## config.mk

```make
export PLATFORM = sky130hd
export DESIGN_NAME = ibuffer_mq
export DESIGN_NICKNAME = d
export VERILOG_FILES = /design/src/rtl/ibuffer_mq.sv
export SDC_FILE = /design/constraint.sdc
export NUM_CORES = 2
export LEC_CHECK = 0
export CAP_MARGIN = 20
export CORE_AREA = 2 2 487 489
export CTS_BUF_LIST = sky130_fd_sc_hd__clkbuf_8 sky130_fd_sc_hd__clkbuf_16
export DETAILED_ROUTE_END_ITERATION = 7
export DIE_AREA = 0 0 489 491
export PLACE_DENSITY_LB_ADDON = 0.05
export SETUP_SLACK_MARGIN = 0.02
export SYNTH_ARGS = -nofsm -noshare
export SYNTH_HDL_FRONTEND = slang
export SYNTH_SLANG_ARGS = --single-unit
```

## constraint.sdc

```tcl
create_clock -name clk -period 18.7 [get_ports clk]
set_input_delay 2.805 -clock clk [delete_from_list [all_inputs] [get_ports clk]]
set_output_delay 2.805 -clock clk [all_outputs]
set_load 0.01 [all_outputs]
```

## src/rtl/ibuffer_mq.sv

```systemverilog
// ============================================================================
// Module      : ibuffer_mq
// Description : Multi-warp instruction buffer. Each warp has its own FIFO.
//               A round-robin arbiter feeds a registered output stage, and
//               the next candidate is exposed one cycle early. Each warp
//               queue can be flushed on its own.
//               Optional: IBUFFER_PERF_EN adds stall and full cycle counters.
// Revision    : 1.0 - initial release
// ============================================================================
`default_nettype none

module ibuffer_mq #(
  parameter int NUM_WARPS = 4,
  parameter int DEPTH     = 4,
  parameter int DATAW     = 128,
  parameter int WIDW      = $clog2(NUM_WARPS)
) (
  input  logic                 clk,
  input  logic                 reset,
  input  logic                 enq_valid,
  input  logic [WIDW-1:0]      enq_wid,
  input  logic [DATAW-1:0]     enq_data,
  output logic                 enq_ready,
  output logic [NUM_WARPS-1:0] full_mask,
  input  logic                 flush_valid,
  input  logic [WIDW-1:0]      flush_wid,
  output logic                 deq_valid,
  output logic [WIDW-1:0]      deq_wid,
  output logic [DATAW-1:0]     deq_data,
  input  logic                 deq_ready,
  output logic                 deq_valid_n,
  output logic [WIDW-1:0]      deq_wid_n,
  output logic [DATAW-1:0]     deq_data_n
`ifdef IBUFFER_PERF_EN
  ,
  output logic [31:0]          perf_stall_cycles,
  output logic [31:0]          perf_full_cycles
`endif
);

  localparam int c_ptrw = $clog2(DEPTH);
  localparam int c_cntw = c_ptrw + 1;

  logic [DATAW-1:0]  r_mem    [NUM_WARPS][DEPTH];
  logic [c_ptrw-1:0] r_rd_ptr [NUM_WARPS];
  logic [c_ptrw-1:0] r_wr_ptr [NUM_WARPS];
  logic [c_cntw-1:0] r_count  [NUM_WARPS];
  logic [WIDW-1:0]   r_rr_ptr;
  logic              r_deq_valid;
  logic [WIDW-1:0]   r_deq_wid;
  logic [DATAW-1:0]  r_deq_data;

  logic [NUM_WARPS-1:0] w_full;
  logic [NUM_WARPS-1:0] w_elig;
  logic [NUM_WARPS-1:0] w_flush_hit;
  logic [NUM_WARPS-1:0] w_push;
  logic [NUM_WARPS-1:0] w_pop;
  logic                 w_enq_fire;
  logic                 w_out_free;
  logic                 w_load;
  logic                 w_found;
  logic [WIDW-1:0]      w_sel;

  generate
    for (genvar g = 0; g < NUM_WARPS; g++) begin : g_warp_flags
      assign w_full[g]      = (r_count[g] == c_cntw'(DEPTH));
      assign w_flush_hit[g] = flush_valid && (flush_wid == WIDW'(g));
      assign w_elig[g]      = (r_count[g] != '0) && !w_flush_hit[g];
      assign w_push[g]      = w_enq_fire && (enq_wid == WIDW'(g));
      assign w_pop[g]       = w_load && (w_sel == WIDW'(g));
    end
  endgenerate

  assign full_mask  = w_full;
  assign enq_ready  = !w_full[enq_wid] && !(flush_valid && (flush_wid == enq_wid));
  assign w_enq_fire = enq_valid && enq_ready;

  // Round-robin scan starting just after the last warp served.
  always_comb begin : p_select
    int              k;
    logic [WIDW-1:0] v_idx;
    w_found = 1'b0;
    w_sel   = '0;
    k       = 0;
    v_idx   = '0;
    for (int i = 1; i <= NUM_WARPS; i++) begin
      k     = (int'(r_rr_ptr) + i) % NUM_WARPS;
      v_idx = WIDW'(k);
      if (!w_found && w_elig[v_idx]) begin
        w_found = 1'b1;
        w_sel   = v_idx;
      end
    end
  end

  assign deq_valid_n = w_found;
  assign deq_wid_n   = w_found ? w_sel : '0;
  assign deq_data_n  = w_found ? r_mem[w_sel][r_rd_ptr[w_sel]] : '0;

  // A held output belonging to the flushed warp is discarded as well.
  assign w_out_free = !r_deq_valid || deq_ready ||
                      (flush_valid && (flush_wid == r_deq_wid));
  assign w_load     = w_out_free && w_found;

  always_ff @(posedge clk) begin
    if (w_enq_fire) begin
      r_mem[enq_wid][r_wr_ptr[enq_wid]] <= enq_data;
    end
  end

  always_ff @(posedge clk or negedge reset) begin
    if (!reset) begin
      for (int w = 0; w < NUM_WARPS; w++) begin
        r_rd_ptr[w] <= '0;
        r_wr_ptr[w] <= '0;
        r_count[w]  <= '0;
      end
    end else begin
      for (int w = 0; w < NUM_WARPS; w++) begin
        if (w_flush_hit[w]) begin
          r_rd_ptr[w] <= '0;
          r_wr_ptr[w] <= '0;
          r_count[w]  <= '0;
        end else begin
          if (w_push[w]) r_wr_ptr[w] <= r_wr_ptr[w] + c_ptrw'(1);
          if (w_pop[w])  r_rd_ptr[w] <= r_rd_ptr[w] + c_ptrw'(1);
          case ({w_push[w], w_pop[w]})
            2'b10:   r_count[w] <= r_count[w] + c_cntw'(1);
            2'b01:   r_count[w] <= r_count[w] - c_cntw'(1);
            default: r_count[w] <= r_count[w];
          endcase
        end
      end
    end
  end

  always_ff @(posedge clk or negedge reset) begin
    if (!reset) begin
      r_deq_valid <= 1'b0;
      r_deq_wid   <= '0;
      r_deq_data  <= '0;
      r_rr_ptr    <= WIDW'(NUM_WARPS - 1);
    end else if (w_out_free) begin
      if (w_found) begin
        r_deq_valid <= 1'b1;
        r_deq_wid   <= w_sel;
        r_deq_data  <= deq_data_n;
        r_rr_ptr    <= w_sel;
      end else begin
        r_deq_valid <= 1'b0;
      end
    end
  end

  assign deq_valid = r_deq_valid;
  assign deq_wid   = r_deq_wid;
  assign deq_data  = r_deq_data;

`ifdef IBUFFER_PERF_EN
  logic [31:0] r_perf_stall;
  logic [31:0] r_perf_full;

  always_ff @(posedge clk or negedge reset) begin
    if (!reset) begin
      r_perf_stall <= '0;
      r_perf_full  <= '0;
    end else begin
      if (r_deq_valid && !deq_ready) r_perf_stall <= r_perf_stall + 32'd1;
      if (enq_valid && !enq_ready)   r_perf_full  <= r_perf_full + 32'd1;
    end
  end

  assign perf_stall_cycles = r_perf_stall;
  assign perf_full_cycles  = r_perf_full;
`endif

endmodule

`default_nettype wire

```

==> impl_metrics.env <==
export IMPL_yosysTopAreaCell="sky130_fd_sc_hd__edfxtp_1"
export IMPL_yosys_area_share_xor_xnor_pct=0.198
export IMPL_clock_skew_final_ns=0.0310
export IMPL_worst_setup_path_start_kind="input pin"
export IMPL_holdCritPathClass="reg -> reg"
export IMPL_synth_edf_count=2048
export IMPL_synth_ff_latch_count=2209
export IMPL_complex_gate_fraction_of_the_synthesized_area_pct=11.5
export IMPL_worst_path_most_repeated_cell="sky130_fd_sc_hd__buf_4"
export IMPL_synth_sequential_area_ratio_pct=77.9
export IMPL_netlist_top_cells_count="sky130_fd_sc_hd__edfxtp_1, sky130_fd_sc_hd__nand2_1, sky130_fd_sc_hd__o22ai_1"
export IMPL_path_max_fanout=94
export IMPL_cts_htree_levels=4
export IMPL_cap_violations=0
export IMPL_cpPeakStageDelay_ns=0.74
export IMPL_path_cells="clkdlybuf4s50_1 > nand3_1 > and3_1 > o31ai_4 > inv_8 > buf_4 > a22oi_1 > a32o_4 > buf_4 > buf_4 > buf_4 > a311oi_1 > o32a_1 > and2_1 > clkdlybuf4s50_1"
export IMPL_synthMostInstantiatedCell="sky130_fd_sc_hd__edfxtp_1"
export IMPL_post_route_drc_count=0
export IMPL_postRouteAntennaNets=0
export IMPL_report_final_slew_viol_count=0
export IMPL_critical_path_required_ns=15.89
export IMPL_cts_buffer_depth=3
export IMPL_global_route_usage_total_pct=22.5
export IMPL_core_area_mm2=0.235
export IMPL_critical_path_arrival_ns=9.87
export IMPL_syn_nets=5482
export IMPL_final_layout_size_suffix_gt1_share_pct=9.59
export IMPL_setup_repair_after_global_routing_missed_its_margin="no"
export IMPL_antenna_violations_before_repair=42
export IMPL_grt_overflow_total=0
export IMPL_layout_min_cycle_time_ns=12.68
export IMPL_vias_per_cell=5.64
export IMPL_crit_type="in -> out"
export IMPL_syn2layout_area_growth_pct=17.8
export IMPL_number_of_clock_buffers_inserted_by_tritoncts=237
export IMPL_initial_core_util_pct=35.9
export IMPL_die_width_um=489
export IMPL_timing_worst_slew_pin_value_ns=1.16
export IMPL_ctsRootBufferMaster="sky130_fd_sc_hd__clkbuf_16"
export IMPL_num_nets_final=5825
export IMPL_synth_top_area_share_pct=73.1
export IMPL_port_buffers=403
export IMPL_tritoncts="yes"
export IMPL_worst_path_max_delay_cell="sky130_fd_sc_hd__buf_4"
export IMPL_synth_flop_cell="sky130_fd_sc_hd__edfxtp_1"
export IMPL_clkSinkCount=2209
export IMPL_grt_pass1_vias=51600
export IMPL_fraction_of_registers_with_async_set_or_reset_after_synthesis_pct=7.29
export IMPL_detail_route_wirelength_mm=276
export IMPL_clk_pin_slew_worst_paths_ns=0.06
export IMPL_postSynthCellCount=5341
export IMPL_fin_setup_tns_ns=0
export IMPL_holdBufCountCts=0
export IMPL_synth_top_cells_by_area="sky130_fd_sc_hd__edfxtp_1, sky130_fd_sc_hd__dfrtp_1, sky130_fd_sc_hd__o22ai_1"
export IMPL_hold_violations=0
export IMPL_drt_pass1_iter_count=5
export IMPL_synthDistinctLibCells=67
export IMPL_syn_area_mm2=0.0842
export IMPL_detailedPlacementHpwl_mm=130
export IMPL_drt_iter0_markers=4437
export IMPL_syn_area_per_cell_um2=15.8
export IMPL_die_h_um=491
export IMPL_post_cts_setup_buffers=0
export IMPL_vias=51000
export IMPL_final_cycle_share_pct=67.8
export IMPL_timing_fmax_mhz=78.9
export IMPL_synth_simple_gate_area_share_pct=6.04
export IMPL_post_synthesis_adder_cell_area_fraction_pct=0.0951
export IMPL_timing_critical_path_to_type="primary output"
export IMPL_globalplace_congestion=0.727
export IMPL_status="complete, no violations"
export IMPL_floorplan_die_area_mm2=0.240
export IMPL_floorplan_io_pins=404
export IMPL_core_rowCount=178
export IMPL_synthMuxAreaShare_pct=2.23
export IMPL_first_pass_grt_wire_length_mm=389
export IMPL_wl_per_cell_um=30.5
export IMPL_post_cts_resize_count=0
export IMPL_grt_start_max_net_pins=144
export IMPL_main_combinational_cell_family_by_area_after_synthesis="compound AO/OA/AOI/OAI gates"
export IMPL_skew_pair_late_insertion_delay_ns=0.88
export IMPL_synth_yosys_warnings=0
export IMPL_setup_viol=0
export IMPL_slew_headroom_pct=22.4
[through the flow]
stage	hold WS, ns	utilization (%)	std cells	instance area [µm²]	setup slack (ns)
6_report	0.483	42.3	9043	99100	6.02
3_3_place_gp	0.468	39.1	8594	91800	5.99
4_1_cts	0.489	42.3	9032	99100	5.91
5_1_grt	0.509	42.3	9037	99100	5.62
2_1_floorplan	0.451	-	5341	84200	1.92
3_5_place_dp	0.469	39.1	8594	91800	5.91
[placed cells by master (no fill, tap or decap), types with 9 or more instances in the layout]
cell type,count
sky130_fd_sc_hd__clkinv_1,43
sky130_fd_sc_hd__nor4_1,28
sky130_fd_sc_hd__buf_12,21
sky130_fd_sc_hd__o32a_1,49
sky130_fd_sc_hd__nor3_1,115
sky130_fd_sc_hd__o31ai_1,72
sky130_fd_sc_hd__a21oi_1,195
sky130_fd_sc_hd__dfrtp_1,159
sky130_fd_sc_hd__o22a_1,31
sky130_fd_sc_hd__mux2i_1,76
sky130_fd_sc_hd__a22oi_1,28
sky130_fd_sc_hd__o21ai_0,16
sky130_fd_sc_hd__bufinv_16,12
sky130_fd_sc_hd__clkdlybuf4s50_1,402
sky130_fd_sc_hd__a31o_1,13
sky130_fd_sc_hd__a32oi_1,9
sky130_fd_sc_hd__and3_1,20
sky130_fd_sc_hd__o311ai_1,18
sky130_fd_sc_hd__o22ai_1,520
sky130_fd_sc_hd__a311oi_1,191
sky130_fd_sc_hd__diode_2,10
sky130_fd_sc_hd__a31oi_1,39
sky130_fd_sc_hd__a211o_1,13
sky130_fd_sc_hd__nand2_1,642
sky130_fd_sc_hd__buf_4,81
sky130_fd_sc_hd__mux2_2,95
sky130_fd_sc_hd__edfxtp_1,2048
sky130_fd_sc_hd__nand3_1,42
sky130_fd_sc_hd__inv_1,100
sky130_fd_sc_hd__xnor2_1,12
sky130_fd_sc_hd__a211oi_1,71
sky130_fd_sc_hd__nor2_4,11
sky130_fd_sc_hd__or3_1,27
sky130_fd_sc_hd__clkbuf_16,241
sky130_fd_sc_hd__nor2_1,110
sky130_fd_sc_hd__and2_1,116
sky130_fd_sc_hd__clkinv_2,45
sky130_fd_sc_hd__a311o_1,42
sky130_fd_sc_hd__a221oi_1,11
[critical path, delay by kind of cell]
| kind | cells | cell delay, ns |
|---|---|---|
| AOI/OAI and AO/OA | 5 | 2.04 |
| buffers and inverters | 7 | 3.99 |
| and+or+nand+nor | 3 | 0.94 |
[flip-flops by register name, indices dropped and copies added (netlist names)]
register	cells
r_count	12
deq_data	128
deq_valid	1
r_rd_ptr	8
r_rr_ptr	2
r_wr_ptr	8
r_mem	2048
deq_wid	2
[metal layers]
layer  GRT usage (%)  wire length, µm  vias up
li1                -                -    22100
met2            35.1           127000     1439
met4            5.18             5650       34
met5               0              208        -
met3            3.86            15200      357
met1            32.8           128000    27000
[path summary, 6_finish.rpt]
check	end	slack (ns)	from	depth (start not counted)
worst max-delay path	deq_data_n[66]	6.02	flush_wid[0]	15
worst max register to register	deq_data[59]$_DFFE_PN0P_	12.02	r_count[3]$_DFFE_PN0P_	13
min in group asynchronous	deq_data[114]$_DFFE_PN0P_	1.86	reset	1
worst min register to register	deq_data[40]$_DFFE_PN0P_	0.48	deq_data[40]$_DFFE_PN0P_	2
worst min-delay path	deq_data[40]$_DFFE_PN0P_	0.48	deq_data[40]$_DFFE_PN0P_	2
max in group asynchronous	deq_data[97]$_DFFE_PN0P_	15.13	reset	3
[logic make-up after synthesis]
group / Yosys count
multiplexers: 173
AND/OR/NAND/NOR: 1146
flip-flops: 2209
XOR/XNOR: 19
adder cells (fa/ha/maj): 4
buffers and inverters: 428
AO/OA/AOI/OAI: 1362
[layout make-up]
class                           count  area (µm²)
Clock buffer                      249        6140
Inverter                           26         115
Sequential cell                  2209       65500
Fill cell                       21200      135000
Multi-Input combinational cell   2704       17100
Antenna cell                       10        25.0
Clock inverter                    189        1210
Tap cell                         3150        3940
Timing Repair Buffer              506        5070
Power is not shown: default switching activity piles up to over one toggle a cycle in this logic, so the estimate is an artifact.
